$ cat src/rtl/loss_pkg.sv
// Shared types and default item masks for the UPC loss monitor.
// Bit i of each mask describes UPC code i.
package loss_pkg;

    typedef enum logic [1:0] {
        IDLE     = 2'd0,
        HOLD     = 2'd1,
        WAIT_ACK = 2'd2
    } alarm_state_t;

    // 000 shoes, 001 jewelry, 011 bike, 100 suit, 101 coat, 110 socks; 010/111 unused
    localparam logic [7:0] DEF_VALID_MASK = 8'h7B;
    localparam logic [7:0] DEF_DISC_MASK  = 8'h68;
    localparam logic [7:0] DEF_EXP_MASK   = 8'h31;

endpackage

$ cat src/rtl/sat_counter.sv
// Up-counter that sticks at all-ones instead of wrapping.
// clear has priority over inc.
module sat_counter #(
    parameter int unsigned WIDTH = 4
) (
    input  logic             clk,
    input  logic             reset_n,
    input  logic             clear,
    input  logic             inc,
    output logic [WIDTH-1:0] count
);

    always_ff @(posedge clk or negedge reset_n) begin
        if (!reset_n) begin
            count <= '0;
        end else if (clear) begin
            count <= '0;
        end else if (inc && (count != {WIDTH{1'b1}})) begin
            count <= count + WIDTH'(1);
        end
    end

endmodule

$ cat src/rtl/upc_loss_monitor.sv
// Classifies scanned items, keeps saturating event counts and drives the
// held, acknowledge-cleared theft alarm.
//
// state    | meaning
// ---------+-----------------------------------------------------------
// IDLE     | no theft pending, alarm low
// HOLD     | alarm high, hold_cnt timing down, ack ignored
// WAIT_ACK | alarm high, hold time served, waiting for operator ack
module upc_loss_monitor
    import loss_pkg::*;
#(
    parameter int unsigned         UPC_W      = 3,
    parameter int unsigned         CNT_W      = 4,
    parameter int unsigned         HOLD_CYC   = 8,
    parameter logic [2**UPC_W-1:0] VALID_MASK = DEF_VALID_MASK,
    parameter logic [2**UPC_W-1:0] DISC_MASK  = DEF_DISC_MASK,
    parameter logic [2**UPC_W-1:0] EXP_MASK   = DEF_EXP_MASK
) (
    input  logic             clk,
    input  logic             reset_n,
    input  logic             scan_valid,
    input  logic [UPC_W-1:0] upc,
    input  logic             mark,
    input  logic             ack,
    input  logic             clear,
    output logic             discounted,
    output logic             stolen,
    output logic             tamper,
    output logic             invalid,
    output logic             alarm,
    output logic [CNT_W-1:0] stolen_cnt,
    output logic [CNT_W-1:0] disc_cnt,
    output logic [CNT_W-1:0] total_cnt
);

    localparam int unsigned      HOLD_W    = (HOLD_CYC > 1) ? $clog2(HOLD_CYC) : 1;
    localparam logic [HOLD_W-1:0] HOLD_LOAD = HOLD_W'(HOLD_CYC - 1);

    logic valid_c, disc_c, stolen_c, tamper_c;
    logic scan_take, stolen_ev;

    alarm_state_t      state, state_nx;
    logic [HOLD_W-1:0] hold_cnt, hold_nx;

    assign valid_c  = VALID_MASK[upc];
    assign disc_c   = valid_c & DISC_MASK[upc];
    assign stolen_c = valid_c & EXP_MASK[upc] & ~mark;
    assign tamper_c = valid_c & ~EXP_MASK[upc] & mark;

    // A scan coincident with clear is dropped entirely, including for the FSM
    assign scan_take = scan_valid & ~clear;
    assign stolen_ev = scan_take & stolen_c;

    always_ff @(posedge clk or negedge reset_n) begin
        if (!reset_n) begin
            {discounted, stolen, tamper, invalid} <= 4'b0000;
        end else if (clear) begin
            {discounted, stolen, tamper, invalid} <= 4'b0000;
        end else if (scan_valid) begin
            discounted <= disc_c;
            stolen     <= stolen_c;
            tamper     <= tamper_c;
            invalid    <= ~valid_c;
        end
    end

    sat_counter #(.WIDTH(CNT_W)) u_stolen_cnt (
        .clk(clk), .reset_n(reset_n), .clear(clear),
        .inc(stolen_ev), .count(stolen_cnt)
    );

    sat_counter #(.WIDTH(CNT_W)) u_disc_cnt (
        .clk(clk), .reset_n(reset_n), .clear(clear),
        .inc(scan_take & disc_c), .count(disc_cnt)
    );

    sat_counter #(.WIDTH(CNT_W)) u_total_cnt (
        .clk(clk), .reset_n(reset_n), .clear(clear),
        .inc(scan_take & valid_c), .count(total_cnt)
    );

    always_ff @(posedge clk or negedge reset_n) begin
        if (!reset_n) begin
            state    <= IDLE;
            hold_cnt <= '0;
            alarm    <= 1'b0;
        end else begin
            state    <= state_nx;
            hold_cnt <= hold_nx;
            alarm    <= (state_nx != IDLE);
        end
    end

    // WAIT_ACK is entered on the edge where hold_cnt reaches 0, giving HOLD_CYC alarm cycles
    always_comb begin
        state_nx = state;
        hold_nx  = hold_cnt;
        case (state)
            IDLE: begin
                if (stolen_ev) begin
                    state_nx = HOLD;
                    hold_nx  = HOLD_LOAD;
                end
            end
            HOLD: begin
                if (stolen_ev) begin
                    hold_nx = HOLD_LOAD;
                end else if (hold_cnt <= HOLD_W'(1)) begin
                    state_nx = WAIT_ACK;
                    hold_nx  = '0;
                end else begin
                    hold_nx = hold_cnt - HOLD_W'(1);
                end
            end
            WAIT_ACK: begin
                if (stolen_ev) begin
                    state_nx = HOLD;
                    hold_nx  = HOLD_LOAD;
                end else if (ack) begin
                    state_nx = IDLE;
                end
            end
            default: begin
                state_nx = IDLE;
                hold_nx  = '0;
            end
        endcase
    end

endmodule

$ cat config.mk
export PLATFORM = sky130hd
export DESIGN_NAME = upc_loss_monitor
export DESIGN_NICKNAME = d
export VERILOG_FILES = /design/src/rtl/loss_pkg.sv /design/src/rtl/sat_counter.sv /design/src/rtl/upc_loss_monitor.sv
export SDC_FILE = /design/constraint.sdc
export NUM_CORES = 1
export LEC_CHECK = 0
export BUFFER_PORTS_ARGS = -buffer_cell sky130_fd_sc_hd__buf_2
export CAP_MARGIN = 20
export CORE_MARGIN = 2
export CORE_UTILIZATION = 35
export DETAILED_ROUTE_END_ITERATION = 10
export GPL_ROUTABILITY_DRIVEN = 0
export PLACE_DENSITY = 0.65
export SETUP_SLACK_MARGIN = 0.2
export SYNTH_ARGS = -nofsm -noshare
export SYNTH_HDL_FRONTEND = slang
export SYNTH_HIERARCHICAL = 1
export SYNTH_SLANG_ARGS = --single-unit
export TNS_END_PERCENT = 100
$ cat constraint.sdc
create_clock -name clk -period 3.1 [get_ports clk]
set_input_delay 0.62 -clock clk [delete_from_list [all_inputs] [get_ports clk]]
set_output_delay 0.62 -clock clk [all_outputs]
set_load 0.01 [all_outputs]
==> summary.json <==
{
  "finish": {
    "post-route-util": 0.4355,
    "num_antenna_cells": 0,
    "final-instance-count-excl-fill": 199,
    "drive_gt1_frac": 0.3245,
    "nets": 170,
    "syn2layout_area_growth_pct": 20.56
  },
  "cts": {
    "cts_hold_repair.buffers": 0,
    "clockRootBuffer": "sky130_fd_sc_hd__clkbuf_8",
    "cts-root-to-sink-buffers": 2,
    "cts_made_buffers": 3,
    "worst_skew_pair.late_latency_ps": 270,
    "clk_pin_slew_worst_paths_ps": 90,
    "clock_tree.htree_level_count": 1,
    "cts_sinks": 22,
    "ctsResizeCount": 0,
    "tritoncts_clock_tree": "built",
    "postCtsSetupBuffers": 0
  },
  "floorplanning": {
    "top_level_ports": 26,
    "core-area_um2": 3606,
    "die_outline_area_um2": 4226,
    "die_h_um": 65.01,
    "core.rowCount": 22,
    "floorplan.initialDensity": 0.3612,
    "dieWidth_um": 65.01
  },
  "timing": {
    "final.min_clock_period_ps": 2253,
    "report.final.setup_viol": 0,
    "fmaxAchievable_mhz": 443.8,
    "setup_total_negative_slack_ps": 0,
    "relSlewSlack": 0.6686,
    "fin_worst_skew_ps": 5.420,
    "final_cycle_utilization_of_the_critical_path": 0.7269,
    "timing_worst_slew_pin_value_ps": 497.1,
    "finalHoldViolCount": 0,
    "grt_setup_unrepaired": "no",
    "slew_limit_fails": 0
  },
  "route": {
    "avgViaCountPerCell": 5.030,
    "drt_first_iter_violations": 38,
    "postRouteAntennaNets": 0,
    "detail_route.drc_violations": 0,
    "routed-via-count": 1001,
    "route.detailed.wl_per_inst_um": 12.85,
    "detail_route.first_pass.iterations": 4,
    "totalWireLength_um": 2558
  },
  "worst_setup_path": {
    "critical_path_peak_fanout": 5,
    "crit_path_end_kind": "flop",
    "worstSetupStartpointType": "input port",
    "timing.critical_path.required_ps": 3260,
    "critical_path_arrival_ps": 2410,
    "worstSetupPathType": "input port to flop"
  },
  "synthesis": {
    "netlist.top_cell.by_area": "sky130_fd_sc_hd__dfrtp_1",
    "largest_cells_by_area_after_synthesis": "sky130_fd_sc_hd__dfrtp_1 (42%), sky130_fd_sc_hd__ha_1 (8.6%), sky130_fd_sc_hd__nand2b_1 (4.3%)",
    "number_of_enable_type_register_cells_in_the_synthesized_netlist": 0,
    "syn-instance-count": 121,
    "share_of_the_synthesized_area_in_the_top_cell_type": 0.4227,
    "synth-seq-area-share": 0.4227,
    "syn_area_um2": 1302,
    "async_flop_share": 1.000,
    "synthMostInstantiatedCell": "sky130_fd_sc_hd__dfrtp_1",
    "top_ff_cell_synth": "sky130_fd_sc_hd__dfrtp_1",
    "synth_cell_type_count": 34,
    "postSynthAreaPerCell_um2": 10.76,
    "synth_nets": 139,
    "synth.yosys.warnings": 6,
    "synth_top_cells_by_count": "sky130_fd_sc_hd__dfrtp_1 (22), sky130_fd_sc_hd__a21oi_1 (11), sky130_fd_sc_hd__ha_1 (9), sky130_fd_sc_hd__nand2b_1 (9), sky130_fd_sc_hd__nor2_1 (9)",
    "ys_seq_elements": 22
  },
  "placement": {
    "dp.cells": 195,
    "numPortBuffers": 25,
    "place_hpwl_um": 1929
  },
  "pwr": {
    "power.ir.vdd_worst_uv": 184.5,
    "power.static_leakage_nw": 0.7799,
    "power_density_nw_per_um2": 514.5
  },
  "status": {
    "run_status": "complete, no violations"
  },
  "global_routing": {
    "grt_usage": 0.1257,
    "antenna_violations_before_repair": 0,
    "pin_count_of_the_biggest_net_entering_global_routing": 23,
    "global_route_wire_length_before_repair_um": 4098,
    "overflow": 0,
    "vias_in_the_first_global_route": 920
  },
  "worst_hold_path": {
    "worst_hold_path_type": "input port to asynchronous set/reset pin"
  },
  "run": {
    "maxCapViolCount": 0
  }
}
## flip-flops by register name, summed over array words and instances, names as in the netlist, 2 cells and up
| name | cells |
|---|---|
| u_disc_cnt/count | 4 |
| u_stolen_cnt/count | 4 |
| u_total_cnt/count | 4 |
| hold_cnt | 3 |
| state | 2 |
## kinds of logic (layout without fill, tap and decap cells)
logic type               after synthesis  count (layout)  share of synthesized area
flip-flops                            22              22                     0.4227
AO/OA/AOI/OAI                         25              25                     0.1335
AND/OR/NAND/NOR                       51              51                     0.2661
multiplexers                           8               8                    0.07397
buffers and inverters                  6              36                    0.01729
adder cells (fa/ha/maj)                9               9                    0.08646
## area by class of cell
type / count / area (um^2)
clock buffer: 3 / 41.29
clock inverter: 1 / 30.03
fill: 350 / 2036
inverter: 5 / 18.77
multi-input combinational: 93 / 729.5
sequential: 22 / 550.5
tap: 48 / 60.06
timing repair buffer: 27 / 140.1
## per-layer routing
metal / track usage / vias to the layer above / part of all wire
met3: 0.01215 / 4 / 0.045
li1: - / 491 / -
met1: 0.1590 / 472 / 0.45
met4: 0.05585 / 0 / 0.018
met5: 0 / - / 0
met2: 0.2165 / 34 / 0.49
## power breakdown
group / switching [mW] / internal, mW / leakage [nW]
combinational: 0.0892 / 0.0853 / 0.446
sequential: 0.0392 / 0.322 / 0.298
clock: 0.0995 / 0.173 / 0.0357
## through the flow
stage	hold WS, ps	cell area, um^2	worst slack, ps	total power, mW
finish	304.3	1570	846.5	0.8079
global route	342.3	1570	765.2	0.8557
CTS	317.8	1570	848.3	0.8174
detailed placement	478.4	1499	562.5	0.5421
global placement	473.3	1499	647.9	0.5335
floorplan	324.4	1303	790.8	0.4857
## critical path, cell delays in order
cell and delay (ps):
sky130_fd_sc_hd__buf_2 110, sky130_fd_sc_hd__inv_1 60, sky130_fd_sc_hd__ha_1 190, sky130_fd_sc_hd__mux2_2 300
sky130_fd_sc_hd__or2_2 330, sky130_fd_sc_hd__nor2_1 260, sky130_fd_sc_hd__nor2b_4 240, sky130_fd_sc_hd__mux2_4 300
## layout by cell type (no fill, tap or decap), types with 2 or more instances in the layout
cell type / n
sky130_fd_sc_hd__nand4_1: 3
sky130_fd_sc_hd__a21oi_1: 11
sky130_fd_sc_hd__mux2_4: 3
sky130_fd_sc_hd__buf_4: 2
sky130_fd_sc_hd__nor3_1: 4
sky130_fd_sc_hd__nor2_1: 9
sky130_fd_sc_hd__or2_0: 3
sky130_fd_sc_hd__dfrtp_1: 22
sky130_fd_sc_hd__nand2b_1: 9
sky130_fd_sc_hd__ha_1: 9
sky130_fd_sc_hd__nor2b_4: 3
sky130_fd_sc_hd__o21bai_1: 2
sky130_fd_sc_hd__mux2i_1: 4
sky130_fd_sc_hd__and4b_2: 3
sky130_fd_sc_hd__buf_2: 25
sky130_fd_sc_hd__inv_1: 5
sky130_fd_sc_hd__nand2_1: 4
sky130_fd_sc_hd__o21ai_0: 4
sky130_fd_sc_hd__nor2b_1: 4
sky130_fd_sc_hd__and3_4: 3
sky130_fd_sc_hd__clkbuf_8: 3
## final timing paths
kind,from,endpoint,slack (ps),cells after the start
worst max-delay path,upc[0],u_disc_cnt/count[0]$_DFFE_PN0P_,850,8
worst min-delay path,reset_n,hold_cnt[0]$_DFFE_PN0P_,300,1
worst max register to register,u_disc_cnt/count[0]$_DFFE_PN0P_,u_disc_cnt/count[0]$_DFFE_PN0P_,1700,4
worst min register to register,tamper$_DFFE_PN0P_,tamper$_DFFE_PN0P_,490,2
max in group asynchronous,reset_n,u_disc_cnt/count[2]$_DFFE_PN0P_,2460,1
min in group clk,tamper$_DFFE_PN0P_,tamper$_DFFE_PN0P_,490,2
Note: power is estimated with default switching activity, not from simulation.
